File: src/rtl/perm_cost_feeder_if.sv
// Cost ROM request/response and cost-calculator handshake between the feeder and its neighbours.
// start is a one-cycle valid for Cost; done is the calculator's level acknowledge, honoured only while waiting.
interface perm_cost_feeder_if #(
  parameter int IW = 3,
  parameter int CW = 7
) ();
  logic [IW-1:0] W;
  logic [IW-1:0] J;
  logic [CW-1:0] Cost_in;
  logic [CW-1:0] Cost;
  logic          start;
  logic          perm_last;
  logic          done;

  modport master (
    output W, J, Cost, start, perm_last,
    input  Cost_in, done
  );

  modport slave (
    input  W, J, Cost, start, perm_last,
    output Cost_in, done
  );
endinterface

File: src/rtl/perm_cost_feeder.sv
// Walks all job permutations in lexicographic order and feeds each (worker, job) cost to the calculator.
// state_dbg exposes the FSM state in declaration order (IDLE = 0 ... FINISH = 9).
module perm_cost_feeder #(
  parameter int N   = 8,
  parameter int IW  = 3,
  parameter int CW  = 7,
  parameter int PCW = 16
) (
  input  logic                CLK,
  input  logic                RST,
  input  logic                go,
  perm_cost_feeder_if.master  bus,
  output logic [PCW-1:0]      perm_cnt,
  output logic                busy,
  output logic                all_done,
  output logic [3:0]          state_dbg
);

  typedef enum logic [3:0] {
    IDLE, REQ, ROM, SEND, WAIT_DONE, PIVOT, SUCC, SWAP, REV, FINISH
  } state_t;

  localparam logic [IW-1:0] LAST      = IW'(N - 1);
  localparam logic [IW-1:0] FIRST_PIV = IW'(N - 2);

  state_t        state, nxt;
  logic [IW-1:0] perm [N];
  logic [IW-1:0] w_q;
  logic [IW-1:0] pi, pk, lo, hi;
  logic [IW-1:0] pi1;
  logic [CW-1:0] cost_q;

  assign pi1 = pi + IW'(1);

  always_ff @(posedge CLK) begin
    if (!RST) state <= IDLE;
    else      state <= nxt;
  end

  always_comb begin
    nxt = state;
    case (state)
      IDLE:      if (go) nxt = REQ;
      REQ:       nxt = ROM;
      ROM:       nxt = SEND;
      SEND:      nxt = WAIT_DONE;
      WAIT_DONE: if (bus.done) nxt = (w_q == LAST) ? PIVOT : REQ;
      PIVOT: begin
        if (perm[pi] < perm[pi1]) nxt = SUCC;
        else if (pi == '0)        nxt = FINISH;
      end
      SUCC:      if (perm[pk] > perm[pi]) nxt = SWAP;
      SWAP:      nxt = REV;
      REV:       if (lo >= hi) nxt = REQ;
      FINISH:    nxt = IDLE;
      default:   nxt = IDLE;
    endcase
  end

  always_ff @(posedge CLK) begin
    if (!RST) begin
      for (int i = 0; i < N; i++) perm[i] <= IW'(i);
      w_q      <= '0;
      pi       <= '0;
      pk       <= '0;
      lo       <= '0;
      hi       <= '0;
      cost_q   <= '0;
      perm_cnt <= '0;
      busy     <= 1'b0;
      all_done <= 1'b0;
    end else begin
      case (state)
        IDLE: begin
          if (go) begin
            for (int i = 0; i < N; i++) perm[i] <= IW'(i);
            w_q      <= '0;
            perm_cnt <= '0;
            busy     <= 1'b1;
            all_done <= 1'b0;
          end
        end
        ROM: cost_q <= bus.Cost_in;
        WAIT_DONE: begin
          if (bus.done) begin
            if (w_q == LAST) begin
              perm_cnt <= perm_cnt + PCW'(1);
              pi       <= FIRST_PIV;
            end else begin
              w_q <= w_q + IW'(1);
            end
          end
        end
        PIVOT: begin
          // Pivot found: successor scan starts from the right end.
          if (perm[pi] < perm[pi1]) pk <= LAST;
          else if (pi != '0)        pi <= pi - IW'(1);
        end
        SUCC: begin
          if (!(perm[pk] > perm[pi])) pk <= pk - IW'(1);
        end
        SWAP: begin
          perm[pi] <= perm[pk];
          perm[pk] <= perm[pi];
          lo       <= pi1;
          hi       <= LAST;
        end
        REV: begin
          if (lo < hi) begin
            perm[lo] <= perm[hi];
            perm[hi] <= perm[lo];
            lo       <= lo + IW'(1);
            hi       <= hi - IW'(1);
          end else begin
            w_q <= '0;
          end
        end
        FINISH: begin
          busy     <= 1'b0;
          all_done <= 1'b1;
        end
        default: ;
      endcase
    end
  end

  // J follows perm[W]; both are untouched from REQ through WAIT_DONE.
  assign bus.W         = w_q;
  assign bus.J         = perm[w_q];
  assign bus.Cost      = cost_q;
  assign bus.start     = (state == SEND);
  assign bus.perm_last = (state == SEND) && (w_q == LAST);
  assign state_dbg     = state;

endmodule

File: src/flat_wrapper.sv
// flat-port wrapper written by rule: the top's interface ports become plain ports
module perm_cost_feeder_flat 
#(
  parameter int N   = 8,
  parameter int IW  = 3,
  parameter int CW  = 7,
  parameter int PCW = 16
)
  (CLK, RST, go, perm_cnt, busy, all_done, state_dbg, bus_W, bus_J, bus_Cost, bus_start, bus_perm_last, bus_Cost_in, bus_done);
  perm_cost_feeder_if #(.IW(IW), .CW(CW)) bus_i ();
  input  logic CLK;
  input  logic RST;
  input  logic go;
  output logic [PCW-1:0] perm_cnt;
  output logic busy;
  output logic all_done;
  output logic [3:0] state_dbg;
  output wire logic [$bits(bus_i.W)-1:0] bus_W;
  output wire logic [$bits(bus_i.J)-1:0] bus_J;
  output wire logic [$bits(bus_i.Cost)-1:0] bus_Cost;
  output wire logic [$bits(bus_i.start)-1:0] bus_start;
  output wire logic [$bits(bus_i.perm_last)-1:0] bus_perm_last;
  input wire logic [$bits(bus_i.Cost_in)-1:0] bus_Cost_in;
  input wire logic [$bits(bus_i.done)-1:0] bus_done;
  assign bus_W = bus_i.W;
  assign bus_J = bus_i.J;
  assign bus_Cost = bus_i.Cost;
  assign bus_start = bus_i.start;
  assign bus_perm_last = bus_i.perm_last;
  assign bus_i.Cost_in = bus_Cost_in;
  assign bus_i.done = bus_done;
  perm_cost_feeder #(.N(N), .IW(IW), .CW(CW), .PCW(PCW)) u_core (.CLK(CLK), .RST(RST), .go(go), .bus(bus_i), .perm_cnt(perm_cnt), .busy(busy), .all_done(all_done), .state_dbg(state_dbg));
endmodule
File: config.mk
export PLATFORM = sky130hd
export DESIGN_NAME = perm_cost_feeder_flat
export DESIGN_NICKNAME = d
export VERILOG_FILES = /design/src/rtl/perm_cost_feeder_if.sv /design/src/rtl/perm_cost_feeder.sv /design/src/flat_wrapper.sv
export SDC_FILE = /design/constraint.sdc
export NUM_CORES = 1
export LEC_CHECK = 0
export ABC_AREA = 1
export CORE_ASPECT_RATIO = 0.5
export CORE_MARGIN = 10
export CORE_UTILIZATION = 60
export CTS_BUF_LIST = sky130_fd_sc_hd__clkbuf_4
export CTS_CLUSTER_SIZE = 10
export DETAILED_ROUTE_END_ITERATION = 7
export GPL_TIMING_DRIVEN = 0
export PLACE_DENSITY = 0.93
export SLEW_MARGIN = 20
export SYNTH_ARGS = -nofsm -noshare
export SYNTH_HDL_FRONTEND = slang
export SYNTH_SLANG_ARGS = --single-unit
File: constraint.sdc
create_clock -name CLK -period 3.2 [get_ports CLK]
set_input_delay 0.8 -clock CLK [delete_from_list [all_inputs] [get_ports CLK]]
set_output_delay 0.8 -clock CLK [all_outputs]
set_load 0.01 [all_outputs]
**Word level (Yosys, flattened, before mapping)**

Memory sizes are Yosys's and may differ from the RTL's. A register that Yosys moved wholly into a read port is not among the register bits.
Index checks and enable logic that the tools add are counted.
Widths: inputs -> output; s select.

- Bits in registers: 44
- Bits in latches: 0
- Bits in writable memories: 24
- Bits in read-only memories: 0
- Output and inout port bits: 37
- Word-level logic and storage cells: 149
- Memories kept: 1

Memories:

| memory | depth | width | read ports | clocked after memory_dff | write ports | line | source |
|---|---|---|---|---|---|---|---|
| u_core.perm | 8 | 3 | 6 | 5 | 8 | perm_cost_feeder.sv:27 | `logic [IW-1:0] perm [N];` |

- Add/subtract/negate cells: 7
- $mul: 0
- Divide/modulo/power cells: 0
- Order comparisons: 4
- Equal/unequal tests: 23
- Shifts and indexed selects: 0
- Multiplexer cells: 75
- Bitwise gates (word level): 8
- Reductions and logical operators: 21

Operators by type and width:

| cell | number |
|---|---|
| $mux 3 | 39 |
| $mux 16 | 3 |
| $pmux 4 s9 | 1 |
| $pmux 16 s2 | 1 |
| $mux 4 | 6 |
| $pmux 3 s2 | 4 |
| $mux 1 | 18 |
| $add 16x1->16 const B | 1 |
| $eq 4x3->1 const B | 4 |
| $reduce_and 5->1 | 3 |
| $ne 2x1->1 const B | 6 |
| $ne 2x2->1 const B | 6 |
| $reduce_or 3->1 | 4 |
| $reduce_bool 2->1 | 5 |
| $add 3x1->3 const B | 3 |
| $pmux 3 s3 | 1 |
| $sub 3x1->3 const B | 3 |
| $eq 4x2->1 const B | 2 |
| $eq 4x4->1 const B | 2 |
| $or 1x1->1 | 8 |
| $lt 3x3->1 | 2 |
| $reduce_bool 3->1 | 2 |
| $eq 4x1->1 const B | 1 |
| $logic_not 4->1 | 1 |
| 10 further kinds | 12 |

**Logic depth before layout (Yosys ltp)**

- Word-level depth: 7
- Mapped depth: 19
- Mapped depth without buffers: 17

**Least setup slack after synthesis**

OpenSTA, ideal clock, no wires.

- Kind: register to register
- From: register u_core.pi[0]
- To: register with a tool-made name
- Arrival: 2.749 ns
- Path slack: 0.332 ns
- Cell stages (with the launch flop): 17
- Buffers on the path: 2
- Clock period less this slack: 2.868 ns
- Cells stage by stage: dfxtp_1 clkinv_1 clkbuf_1 ha_1 clkbuf_1 inv_1 a21oi_1 o21ai_0 nand3_1 nand2_1 ha_1 a21oi_1 nand2_1 nand2_1 nand2_1 a21oi_1 nor2_1

RTL lines:

| item | line | source |
|---|---|---|
| start, declared | perm_cost_feeder.sv:29 | `logic [IW-1:0] pi, pk, lo, hi;` |
| start signal, assigned | perm_cost_feeder.sv:97 | `else if (pi != '0) pi <= pi - IW'(1);` |

==> results.sh <==
export IMPL_outcome="finished, violations left"
export IMPL_failed_checks="DRC"
export IMPL_grt_pass1_wl_mm=25.6
export IMPL_cts_root_buf="clkbuf_4"
export IMPL_avgSynthCellArea_um2=6.72
export IMPL_ctsLongestPathBuffers=2
export IMPL_cts_tree="yes"
export IMPL_worst_slack_ns=0.141
export IMPL_finalHoldViolations=0
export IMPL_yosysTopAreaCell="dfxtp_1"
export IMPL_crit_path_top_delay_cell="clkdlybuf4s50_1"
export IMPL_tns_ns=0
export IMPL_gp_congestion=0.996
export IMPL_cp_cell_sequence="clkinvlp_4 -> o21ai_0 -> a21oi_1 -> a31oi_1 -> clkdlybuf4s50_1"
export IMPL_design_area_um2=6290
export IMPL_first_pass_iters=8
export IMPL_viasPerCell=5.83
export IMPL_min_period_ns=3.06
export IMPL_hold_path_class="reg2reg"
export IMPL_fin_nets=904
export IMPL_drtIter0Drc=852
export IMPL_areaGrowthSynthToFinish_pct=14.1
export IMPL_rsz0062_at_grt="false"
export IMPL_clkSinkCount=83
export IMPL_report_final_slew_viol_count=0
export IMPL_h_tree_depth=3
export IMPL_ir_drop_v=0.000307
export IMPL_die_w_um=156
export IMPL_power_switching_mw=0.655
export IMPL_slowest_delay_ns=0.59
export IMPL_p_comb_share_pct=17.4
export IMPL_synth_top_area_share_pct=21.4
export IMPL_dieArea_um2=13700
export IMPL_final_common_cell="nand2_1"
export IMPL_final_cell_mix="nand2_1 (187), inv_1 (88), o21ai_0 (88)"
export IMPL_fmax_mhz=327
export IMPL_dpl_hpwl_mm=12.0
export IMPL_worstMarginPinSlew_ns=0.779
export IMPL_syn_num_nets=848
export IMPL_whs_ns=0.495
export IMPL_worstPathArrival_ns=2.26
export IMPL_clock_latency_ns=0.46
export IMPL_maxCapViolCount=0
export IMPL_worst_ep_required_time_ns=2.40
export IMPL_place_ws_ns=-0.423
export IMPL_crit_family="buffers and inverters"
export IMPL_setup_violations=0
export IMPL_relSlewSlack_pct=47.7
export IMPL_fin_skew_ns=0.0204
export IMPL_drive_above_1_share_pct=8.29
export IMPL_io_buffers=46
export IMPL_synth_area_leaders="dfxtp_1 (21%), edfxtp_1 (13%), nand2_1 (13%), o21ai_0 (8.0%), a21oi_1 (7.3%)"
export IMPL_p_int_mw=1.58
export IMPL_p_leak_nw=2.66
export IMPL_routed_wl_mm=16.0
export IMPL_dr_total_vias=5816
export IMPL_powerDensity_nw_per_um2=356
export IMPL_grt_pass1_vias=5320
export IMPL_ys_ff_latch=83
export IMPL_cts_hold_buf=0
export IMPL_numCtsBuffers=9
export IMPL_io_pins=48
export IMPL_drc_errors=4
export IMPL_wl_per_cell_um=16.1
export IMPL_yosysWarnings=0
export IMPL_std_cell_rows=24
export IMPL_track_usage_pct=23.0
export IMPL_synth_distinct_cells=39
export IMPL_grt_max_degree=14
export IMPL_synth_area_um2=5510
export IMPL_overflow=0
export IMPL_placed_cell_area_um2=6120
export IMPL_worstSetupPathType="reg2out"
export IMPL_p_sw_share_pct=29.3
export IMPL_p_seq_share_pct=51.8
export IMPL_finish_utilization_pct=71.2
export IMPL_initial_utilization_pct=62.4
export IMPL_fillers=704
export IMPL_coreArea_um2=8830
export IMPL_worstPathMaxFanout=10
export IMPL_end_kind="output pin"
export IMPL_start_kind="register"
export IMPL_fp_dieH_um=87.8
export IMPL_antenna_found_initial=0
export IMPL_clkPwrFrac_pct=30.8
export IMPL_clkTransAtPathRegs_ns=0.13
export IMPL_antennaDiodeCount=0
export IMPL_path_buf_inv=2
export IMPL_timing_final_crit_share_pct=95.6
export IMPL_antenna_left=0
export IMPL_synth_cells=820
export IMPL_ys_seq_area_share_pct=34.5
-- synthesized netlist by cell type --
| cell type | instances |
|---|---|
| a211oi_1 | 4 |
| a21oi_1 | 80 |
| a221oi_1 | 2 |
| a22oi_1 | 1 |
| a31oi_1 | 6 |
| buf_1 | 1 |
| buf_2 | 1 |
| buf_6 | 1 |
| clkbuf_1 | 17 |
| clkinv_1 | 5 |
| dfxtp_1 | 59 |
| edfxtp_1 | 24 |
| ha_1 | 17 |
| inv_1 | 88 |
| inv_2 | 17 |
| nand2_1 | 187 |
| nand2_2 | 5 |
| nand2_4 | 8 |
| nand3_1 | 61 |
| nand3b_1 | 3 |
| nand4_1 | 3 |
| nor2_1 | 80 |
| nor2_2 | 8 |
| nor2_4 | 4 |
| nor2_8 | 3 |
| nor3_1 | 9 |
| nor3_2 | 1 |
| nor4_1 | 1 |
| o211a_1 | 1 |
| o211ai_1 | 7 |
| o21a_1 | 7 |
| o21ai_0 | 88 |
| o21ai_1 | 5 |
| o21ai_2 | 4 |
| o22ai_2 | 1 |
| o31ai_1 | 1 |
| or2_2 | 1 |
| xnor2_1 | 4 |
| xor2_1 | 5 |
-- logic make-up after synthesis --
kind of cell / after synthesis / synth area share [%]
fa+ha+maj: 17 / 3.86
flops: 83 / 34.5
compound gates: 207 / 20.5
buf+inv: 130 / 9.01
simple gates: 374 / 30.7
xor+xnor: 9 / 1.43
-- routing by layer --
| metal | vias up | share of wire (%) | track usage, % |
|---|---|---|---|
| met5 | - | 0 | 0 |
| met4 | 0 | 2.3 | 9.54 |
| met3 | 45 | 13 | 7.19 |
| met2 | 365 | 43 | 36.4 |
| met1 | 2582 | 41 | 28.9 |
| li1 | 2824 | - | - |
-- worst paths after layout --
path | start | end | slack (ns) | depth (start not counted)
worst max-delay path | register | bus_J[2] | 0.14 | 5
worst min-delay path | u_core.perm_cnt[14]$_SDFFE_PN0P_ | u_core.perm_cnt[14]$_SDFFE_PN0P_ | 0.50 | 2
worst max register to register | u_core.pi[0]$_SDFFE_PN0P_ | register | 0.22 | 16
worst min register to register | u_core.perm_cnt[14]$_SDFFE_PN0P_ | u_core.perm_cnt[14]$_SDFFE_PN0P_ | 0.50 | 2
-- through the flow --
stage | instances | total power [mW]
CTS | 998 | 2.23
global route | 998 | 2.32
floorplan | 820 | 1.40
finish | 998 | 2.24
detailed placement | 983 | 1.56
global placement | 983 | 1.55
-- final cells by class --
type,count,area [um2],area share (%)
multi-input combinational,607,3130,49.7
inverter,110,419,6.67
timing repair buffer,46,460,7.32
clock inverter,6,78.8,1.25
tap,117,146,2.33
sequential,83,1900,30.2
clock buffer,10,75.1,1.19
buffer,19,81.3,1.29
-- repair_timing --
item	CTS	global route
endpoints found under the hold margin	0	0
buffers inserted	0	0
endpoints found under the setup margin	16	15
gates resized for setup	3	5
-- tightest hold or removal path: stages, from the launching register on --
cell and delay (ns):
dfxtp_1 0.35, inv_1 0.05, a22oi_1 0.06
-- power groups by stage --
stage	Combinational, mW	Clock (mW)	Sequential [mW]
floorplan	0.226	0	1.18
global placement	0.368	0	1.18
detailed placement	0.379	0	1.18
CTS	0.383	0.691	1.16
global route	0.427	0.734	1.16
finish	0.390	0.690	1.16
Note: power is estimated with default switching activity, not from simulation.
